### src/rtl/clint_bus_arbiter_if.sv
// clint_bus_arbiter_if: two requester ports and the shared CLINT port
interface clint_bus_arbiter_if;
    logic        m0_valid, m1_valid;
    logic [31:0] m0_addr, m1_addr;
    logic [3:0]  m0_wmask, m1_wmask;
    logic [31:0] m0_wdata, m1_wdata;
    logic [31:0] m0_rdata, m1_rdata;
    logic        m0_ready, m1_ready;
    logic        m0_err, m1_err;
    logic        c_valid;
    logic [31:0] c_addr;
    logic [3:0]  c_wmask;
    logic [31:0] c_wdata;
    logic [31:0] c_rdata;
    logic        c_ready;

    modport slave (
        input  m0_valid, m1_valid, m0_addr, m1_addr, m0_wmask, m1_wmask,
               m0_wdata, m1_wdata, c_rdata, c_ready,
        output m0_rdata, m1_rdata, m0_ready, m1_ready, m0_err, m1_err,
               c_valid, c_addr, c_wmask, c_wdata
    );

    modport master (
        output m0_valid, m1_valid, m0_addr, m1_addr, m0_wmask, m1_wmask,
               m0_wdata, m1_wdata, c_rdata, c_ready,
        input  m0_rdata, m1_rdata, m0_ready, m1_ready, m0_err, m1_err,
               c_valid, c_addr, c_wmask, c_wdata
    );
endinterface

### src/rtl/clint_bus_arbiter.sv
// clint_bus_arbiter: round-robin sharing of the CLINT port between two masters with timeout
module clint_bus_arbiter #(
    parameter int TIMEOUT = 16
) (
    input  logic                 clk,
    input  logic                 resetn,
    clint_bus_arbiter_if.slave   bus,
    output logic                 busy
);
    typedef enum logic [1:0] {IDLE, BUSY, RESP} state_t;

    state_t      state, state_n;
    logic        gnt, last, err, req, win, timeout;
    logic [7:0]  cnt;
    logic [31:0] rdata0, rdata1;

    assign req     = bus.m0_valid | bus.m1_valid;
    assign win     = (bus.m0_valid & bus.m1_valid) ? ~last : bus.m1_valid;
    assign timeout = cnt == 8'(TIMEOUT - 1);

    // next state, owner-muxed CLINT request and owner-steered response pulses
    always_comb begin
        state_n      = state == IDLE ? (req ? BUSY : IDLE) :
                       state == BUSY ? ((bus.c_ready | timeout) ? RESP : BUSY) : IDLE;
        bus.c_valid  = state == BUSY;
        bus.c_addr   = gnt ? bus.m1_addr : bus.m0_addr;
        bus.c_wmask  = gnt ? bus.m1_wmask : bus.m0_wmask;
        bus.c_wdata  = gnt ? bus.m1_wdata : bus.m0_wdata;
        bus.m0_ready = state == RESP && !gnt;
        bus.m1_ready = state == RESP && gnt;
        bus.m0_err   = bus.m0_ready & err;
        bus.m1_err   = bus.m1_ready & err;
        bus.m0_rdata = rdata0;
        bus.m1_rdata = rdata1;
        busy         = state != IDLE;
    end

    // state, grant bookkeeping, timeout counter and response capture
    always_ff @(posedge clk) begin
        if (!resetn) begin
            state  <= IDLE;
            gnt    <= 1'b0;
            last   <= 1'b1;
            cnt    <= 8'd0;
            err    <= 1'b0;
            rdata0 <= 32'd0;
            rdata1 <= 32'd0;
        end else begin
            state <= state_n;
            if (state == IDLE && req) begin
                gnt  <= win;
                last <= win;
                cnt  <= 8'd0;
            end
            if (state == BUSY && state_n == BUSY)
                cnt <= cnt + 8'd1;
            if (state == BUSY && state_n == RESP) begin
                err <= ~bus.c_ready;
                if (gnt)
                    rdata1 <= bus.c_ready ? bus.c_rdata : 32'd0;
                else
                    rdata0 <= bus.c_ready ? bus.c_rdata : 32'd0;
            end
        end
    end
endmodule

### src/flat_wrapper.sv
// flat-port wrapper written by rule: the top's interface ports become plain ports
module clint_bus_arbiter_flat 
#(
    parameter int TIMEOUT = 16
)
  (clk, resetn, busy, bus_m0_valid, bus_m1_valid, bus_m0_addr, bus_m1_addr, bus_m0_wmask, bus_m1_wmask, bus_m0_wdata, bus_m1_wdata, bus_c_rdata, bus_c_ready, bus_m0_rdata, bus_m1_rdata, bus_m0_ready, bus_m1_ready, bus_m0_err, bus_m1_err, bus_c_valid, bus_c_addr, bus_c_wmask, bus_c_wdata);
  clint_bus_arbiter_if bus_i ();
  input  logic clk;
  input  logic resetn;
  output logic busy;
  input wire logic [$bits(bus_i.m0_valid)-1:0] bus_m0_valid;
  input wire logic [$bits(bus_i.m1_valid)-1:0] bus_m1_valid;
  input wire logic [$bits(bus_i.m0_addr)-1:0] bus_m0_addr;
  input wire logic [$bits(bus_i.m1_addr)-1:0] bus_m1_addr;
  input wire logic [$bits(bus_i.m0_wmask)-1:0] bus_m0_wmask;
  input wire logic [$bits(bus_i.m1_wmask)-1:0] bus_m1_wmask;
  input wire logic [$bits(bus_i.m0_wdata)-1:0] bus_m0_wdata;
  input wire logic [$bits(bus_i.m1_wdata)-1:0] bus_m1_wdata;
  input wire logic [$bits(bus_i.c_rdata)-1:0] bus_c_rdata;
  input wire logic [$bits(bus_i.c_ready)-1:0] bus_c_ready;
  output wire logic [$bits(bus_i.m0_rdata)-1:0] bus_m0_rdata;
  output wire logic [$bits(bus_i.m1_rdata)-1:0] bus_m1_rdata;
  output wire logic [$bits(bus_i.m0_ready)-1:0] bus_m0_ready;
  output wire logic [$bits(bus_i.m1_ready)-1:0] bus_m1_ready;
  output wire logic [$bits(bus_i.m0_err)-1:0] bus_m0_err;
  output wire logic [$bits(bus_i.m1_err)-1:0] bus_m1_err;
  output wire logic [$bits(bus_i.c_valid)-1:0] bus_c_valid;
  output wire logic [$bits(bus_i.c_addr)-1:0] bus_c_addr;
  output wire logic [$bits(bus_i.c_wmask)-1:0] bus_c_wmask;
  output wire logic [$bits(bus_i.c_wdata)-1:0] bus_c_wdata;
  assign bus_i.m0_valid = bus_m0_valid;
  assign bus_i.m1_valid = bus_m1_valid;
  assign bus_i.m0_addr = bus_m0_addr;
  assign bus_i.m1_addr = bus_m1_addr;
  assign bus_i.m0_wmask = bus_m0_wmask;
  assign bus_i.m1_wmask = bus_m1_wmask;
  assign bus_i.m0_wdata = bus_m0_wdata;
  assign bus_i.m1_wdata = bus_m1_wdata;
  assign bus_i.c_rdata = bus_c_rdata;
  assign bus_i.c_ready = bus_c_ready;
  assign bus_m0_rdata = bus_i.m0_rdata;
  assign bus_m1_rdata = bus_i.m1_rdata;
  assign bus_m0_ready = bus_i.m0_ready;
  assign bus_m1_ready = bus_i.m1_ready;
  assign bus_m0_err = bus_i.m0_err;
  assign bus_m1_err = bus_i.m1_err;
  assign bus_c_valid = bus_i.c_valid;
  assign bus_c_addr = bus_i.c_addr;
  assign bus_c_wmask = bus_i.c_wmask;
  assign bus_c_wdata = bus_i.c_wdata;
  clint_bus_arbiter #(.TIMEOUT(TIMEOUT)) u_core (.clk(clk), .resetn(resetn), .bus(bus_i), .busy(busy));
endmodule
### config.mk
export PLATFORM = sky130hd
export DESIGN_NAME = clint_bus_arbiter_flat
export DESIGN_NICKNAME = d
export VERILOG_FILES = /design/src/rtl/clint_bus_arbiter_if.sv /design/src/rtl/clint_bus_arbiter.sv /design/src/flat_wrapper.sv
export SDC_FILE = /design/constraint.sdc
export NUM_CORES = 1
export LEC_CHECK = 0
export CORE_MARGIN = 1
export CORE_UTILIZATION = 25
export DETAILED_ROUTE_END_ITERATION = 7
export PLACE_DENSITY = 0.73
export SLEW_MARGIN = 20
export SYNTH_ARGS = -nofsm -noshare
export SYNTH_HDL_FRONTEND = slang
export SYNTH_SLANG_ARGS = --single-unit
export TNS_END_PERCENT = 20
### constraint.sdc
create_clock -name clk -period 2.4 [get_ports clk]
set_input_delay 0.36 -clock clk [delete_from_list [all_inputs] [get_ports clk]]
set_output_delay 0.36 -clock clk [all_outputs]
set_load 0.03 [all_outputs]
==> results.md, run 1 <==
* Sum Neg Setup Slack at 0 ns
* WHS at 0.468 ns
* Top cell type's share of synthesized area at 0.381
* Hold buffers post-CTS at 0
* CP startpoint: u_core.gnt$_SDFFE_PN0P_
* Mapped Nets at 620
* CTS tree: built
* Routability cong. at 0.800
* CTS buffer count at 9
* Via Count at 4,711
* Placeable Area at 15,800 um2
* Row count at 46
* Via-per-instance ratio at 4.88
* CTS root buf: clkbuf_16
* MaxCap Viol Count at 0
* Fin crit period at 2.22 ns
* Vias in the first global route at 4,524
* CP required at 2.04 ns
* HP Class: flop to flop
* CP max FO at 6
* Fillers at 1,526
* Area of the multi-input gates at 2280 um2
* GRT Overall Usage at 0.201
* First-pass GRT wire length at 25,400 um
* DIE WIDTH at 129 um
* Syn-to-layout area delta at 90.1%
* Final #Nets at 919
* Slowest stage delay, CP at 0.59 ns
* Clock skew at 0.00874 ns
* Finished Layout Cells at 966
* Status: completed
* Reg2reg path depth at 6
* VDD IR max at 0.306 mV
* Final setup fails at 0
* Initial antenna violation count at 0
* H-tree levels at 3
* Leakage at 2.71 nW
* First-pass DRT Iterations at 4
* Sink Count at 77
* CP Launch Type: flop
* CTS max path bufs at 2
* Antenna-violating nets left at 0
* Hold path cells at 2
* Final HPWL DP at 13,000 um
* Syn Area/Cell at 9.06 um2
* Number of flops mapped to enable cells by yosys at 0
* Cells after DPL at 946
* Final WL at 17,300 um
* Crit Path Category: flop to output pin
* Critical path buffer and inverter count at 2
* FF/Latch Area at 1550 um2
* Initial Util at 0.255
* CP max stage cell: clkdlybuf4s50_1
* Clk_lat worst skew at 0.34 ns
* Dominant cells by area after synthesis: dfxtp_1 38%, mux2_2 19%, a21oi_1 8.4%, a311oi_1 6.9%, nand2_1 6.3%
* DIE HEIGHT at 129 um
* Initial DRC count at 203
* Top Ports at 311
* Slew @ Worst Pin at 0.495 ns
* Leading area contributor after synthesis: dfxtp_1
* DRC at 0
* Count leader, synth: dfxtp_1
* Synth cell count leaders: 77 x dfxtp_1, 68 x a21oi_1, 68 x mux2_2, 68 x nand2_1
* Crit. End Element: output pin
* Drt wl/cell at 17.9 um
* Post-Syn Instances at 446
* # port buffers at 310
* Max Freq at 451 MHz
* Critical Path AT at 1.86 ns
* Top cell family by delay on the critical path: buffers and inverters
* GR Overflow Total at 0
* CTS clk-pin slew, worst paths at 0.06 ns
* Slew Limit Headroom at 0.667
* Count of cell types in the netlist at 41
* Post-synthesis register bit count at 77
* Period Utilization, post-route at 0.924
* Diode count at 0
* Seq/Total Area, Yosys at 0.381
* Ratio of cells with drive above 1 in the final layout at 0.199
* Slew Viols, Final at 0
* R2r startpoint: u_core.cnt[0]$_SDFFE_PN0P_
* Total power at 0.00406 W
* Final Hold Viols at 0
* Die ar. at 16,700 um2
* Pwr Density at 528 nW/um2
* Hold path start: u_core.bus.m0_rdata[7]$_SDFFE_PN0P_
* FFs w/ async S/R, synth at 0
* Most used DFF post-synth: dfxtp_1
* Largest net degree at the start of global routing at 40
* Critical Path, Cell by Cell: buf_4, mux2_2, clkdlybuf4s50_1
* Critical Path Stages at 3
* RSZ-0062 raised after global routing: no
* Post-Syn Area at 4040 um2
* Yosys warns at 0
==> report_power, final <==
part           internal [W]  switching (W)
Clock              0.000901       0.000543
Sequential          0.00132      0.0000276
Combinational      0.000616       0.000651
==> metrics by stage <==
| step | setup WS [ns] | cell area (um2) | util |
|---|---|---|---|
| 2_1_floorplan | 0.197 | 4040 | - |
| 3_3_place_gp | 0.306 | 7340 | 0.464 |
| 3_5_place_dp | 0.329 | 7340 | 0.464 |
| 4_1_cts | 0.00487 | 7620 | 0.482 |
| 5_1_grt | 0.135 | 7680 | 0.485 |
| 6_report | 0.181 | 7680 | 0.485 |
==> metal layers <==
layer,share of wire,GRT usage
met1,0.40,0.240
met2,0.50,0.342
met3,0.086,0.0603
met4,0.020,0.0671
met5,0,0
==> sequential cells by signal, indices dropped and copies added (netlist names) <==
name,flops
u_core.err,1
u_core.state,2
u_core.last,1
u_core.cnt,8
u_core.bus.m0_rdata,32
u_core.bus.m1_rdata,32
u_core.gnt,1
==> cell type report <==
class	instances	share of cell area
timing repair buffer	331	0.424
multi-input combinational	323	0.297
sequential	77	0.201
tap	216	0.0352
clock buffer	12	0.0348
clock inverter	4	0.00684
inverter	3	0.00147
==> cell usage in the layout, fill, tap and decap left out, types with 3 or more instances in the layout <==
master	Yosys	final
nand2_1	68	68
or3_1	3	3
dlygate4sd2_1	0	32
and3_1	4	3
nand3_1	10	10
clkbuf_16	0	10
dfxtp_1	77	76
a311oi_1	32	32
a21oi_1	68	68
buf_12	0	9
o31ai_1	32	32
o211ai_1	3	3
a31oi_1	5	5
mux2_2	68	68
buf_4	0	43
clkdlybuf4s50_1	0	247
==> cell families after synthesis <==
family | after synthesis | share of synthesized area
compound gates | 148 | 0.242
xor+xnor | 2 | 0.00434
fa+ha+maj | 1 | 0.00310
buf+inv | 46 | 0.0594
flops | 77 | 0.381
mux | 69 | 0.192
simple gates | 103 | 0.118
==> worst min-delay path, cell delays in order, from the launching register on <==
cell and delay (ns):
dfxtp_1 0.31, o31ai_1 0.06, a21oi_1 0.06
==> timing repair <==
| item | in CTS | in global routing |
|---|---|---|
| setup buffers | 0 | 4 |
| gates cloned | 0 | 0 |
| pin swaps | 0 | 0 |
| resized for setup | 32 | 1 |
| endpoints found under the setup margin | 32 | 4 |
==> worst paths after layout <==
path / to / slack (ns)
worst max register to register: u_core.bus.m1_rdata[12]$_SDFFE_PN0P_ / 0.42
worst min register to register: u_core.bus.m0_rdata[7]$_SDFFE_PN0P_ / 0.47
worst min-delay path: u_core.bus.m0_rdata[7]$_SDFFE_PN0P_ / 0.47
worst max-delay path: bus_c_addr[28] / 0.18
(Power assumes the default switching activity.)
==> inputs of run 2 (changes only) <==
CAP_MARGIN = 20   (was not set)
PLACE_DENSITY = 0.66   (was 0.73)
==> run 2 against run 1 <==
Effect of this change: clock skew decreased by 0.0016 ns; clock power increased by 8%; register-to-register slack better by 0.13 ns; clock-buffer cell count rose by 2; worst hold slack worse by 0.0023 ns; combinational power is essentially flat; core utilization is 0.055 points lower; highest routed layer unchanged; wire length rose by 1.2%; die area unchanged; largest cell class unchanged; via count is essentially flat; first-iteration DRC count rose by 8.9%.
==> results.md, run 2 (same netlist as run 1, synthesis figures left out) <==
* First-pass GRT wire length at 25,700 um (+1.1%)
* Max Freq at 428 MHz (-5.1%)
* Top Ports at 311 (unchanged)
* First-pass DRT Iterations at 4 (unchanged)
* Cells after DPL at 943 (-0.32%)
* CP Launch Type: flop
* Diode count at 0 (unchanged)
* Row count at 46 (unchanged)
* CTS max path bufs at 2 (unchanged)
* Antenna-violating nets left at 0 (unchanged)
* Pwr Density at 546 nW/um2 (+3.4%)
* Via-per-instance ratio at 4.91 (+0.67%)
* Final Hold Viols at 0 (unchanged)
* CP max stage cell: clkdlybuf4s50_1
* Final #Nets at 913 (-0.65%)
* Clock skew at 0.00712 ns (-0.00162 ns)
* Slowest stage delay, CP at 0.59 ns (about the same)
* Period Utilization, post-route at 0.974 (+0.0493)
* H-tree levels at 3 (unchanged)
* Syn-to-layout area delta at 89.9%
* Commonest cells after routing, fill and taps aside: 275 x clkdlybuf4s50_1, 76 x dfxtp_1, 68 x mux2_2, 68 x nand2_1, 68 x a21oi_1
* GR Overflow Total at 0 (unchanged)
* VDD IR max at 0.267 mV (-13%)
* RSZ-0062 raised after global routing: no
* Slew Viols, Final at 0 (unchanged)
* WHS at 0.466 ns (-0.00225 ns)
* Critical Path AT at 1.98 ns (+0.12 ns)
* Placeable Area at 15,800 um2 (unchanged)
* Ratio of cells with drive above 1 in the final layout at 0.187 (-0.0118)
* Crit. End Element: output pin
* Total power at 0.00419 W (+3.3%)
* HP Class: flop to flop
* Final WL at 17,500 um (+1.2%)
* Clk_lat worst skew at 0.33 ns (about the same)
* Routability cong. at 0.827 (+3.4%)
* Leakage at 2.70 nW (-0.60%)
* Final setup fails at 0 (unchanged)
* Via Count at 4,713 (+0.042%)
* CTS tree: built
* # port buffers at 310 (unchanged)
* Finished Layout Cells at 960 (-0.62%)
* Die ar. at 16,700 um2 (unchanged)
* Sink Count at 77 (unchanged)
* Slew @ Worst Pin at 0.646 ns (+0.151 ns)
* Critical path buffer and inverter count at 2 (unchanged)
* CP required at 2.04 ns (about the same)
* Vias in the first global route at 4,670 (+3.2%)
* Final HPWL DP at 13,300 um (+2.3%)
* Status: completed
* Largest net degree at the start of global routing at 65 (+63%)
* DRC at 0 (unchanged)
* CTS root buf: clkbuf_16
* Top cell family by delay on the critical path: buffers and inverters
* Initial Util at 0.255 (unchanged)
* MaxCap Viol Count at 0 (unchanged)
* Initial DRC count at 221 (+8.9%)
* CTS clk-pin slew, worst paths at 0.06 ns (about the same)
* Drt wl/cell at 18.2 um (+1.8%)
* Fillers at 1,453 (-4.8%)
* Final WS setup at 0.0631 ns (-0.118 ns)
* CP max FO at 12 (+6)
* Critical Path, Cell by Cell: buf_4, mux2_2, clkdlybuf4s50_1
* Post-Place Setup Slack at 0.291 ns (-0.0373 ns)
* CTS buffer count at 9 (unchanged)
* DIE HEIGHT at 129 um (unchanged)
* Initial antenna violation count at 0 (unchanged)
* Sum Neg Setup Slack at 0 ns (unchanged)
* Slew Limit Headroom at 0.565 (-0.102)
* Fin crit period at 2.34 ns (+0.118 ns)
* Hold buffers post-CTS at 0 (unchanged)
* DIE WIDTH at 129 um (unchanged)
* GRT Overall Usage at 0.201 (+0.000460)
* Crit Path Category: flop to output pin
* Commonest non-fill, non-tap cell in the layout: clkdlybuf4s50_1
## run 2: worst reg2reg max path, cell delays in order, from the launching register on
cell      delay, ns
dfxtp_1        0.38
nor4_2         0.54
a21oi_4        0.13
nor2_2         0.09
buf_4          0.34
a311oi_1       0.22
## run 2: layout make-up
| cell class | instances | area [um2] | area share |
|---|---|---|---|
| tap | 216 | 270 | 0.0352 |
| timing repair buffer | 325 | 3220 | 0.419 |
| multi-input combinational | 323 | 2280 | 0.297 |
| inverter | 3 | 11.3 | 0.00147 |
| sequential | 77 | 1550 | 0.201 |
| clock inverter | 2 | 60.1 | 0.00783 |
| clock buffer | 14 | 295 | 0.0385 |
## run 2: report_power, final
part | switching (W) | internal, W | leakage, nW | total [W]
combinational | 0.000645 | 0.000630 | 1.90 | 0.00127
sequential | 0.0000324 | 0.00132 | 0.624 | 0.00135
clock | 0.000504 | 0.00106 | 0.174 | 0.00156
## run 2: final timing paths
path	slack, ns	cells past startpoint	from	end
worst min register to register	0.47	2	u_core.bus.m0_rdata[18]$_SDFFE_PN0P_	u_core.bus.m0_rdata[18]$_SDFFE_PN0P_
worst max-delay path	0.06	3	u_core.gnt$_SDFFE_PN0P_	bus_c_wdata[22]
worst max register to register	0.55	5	u_core.cnt[4]$_SDFFE_PN0P_	u_core.bus.m1_rdata[24]$_SDFFE_PN0P_
worst min-delay path	0.47	2	u_core.bus.m0_rdata[18]$_SDFFE_PN0P_	u_core.bus.m0_rdata[18]$_SDFFE_PN0P_
## run 2: layer usage
layer / vias up / GRT usage / share of wire
met5: - / 0 / 0
met4: 0 / 0.0637 / 0.019
met3: 21 / 0.0644 / 0.084
met2: 228 / 0.355 / 0.50
met1: 2201 / 0.229 / 0.39
li1: 2263 / - / -
## run 2: repair_timing
item | in CTS | in global routing
setup buffers | 1 | 0
setup endpoints to repair | 30 | 7
resized for setup | 0 | 7
## run 2: through the flow
stage,instance area [um2],util
after CTS,7660,0.484
after floorplan,4040,-
after detailed placement,7290,0.461
final,7670,0.485
after global placement,7290,0.461
after global routing,7670,0.485
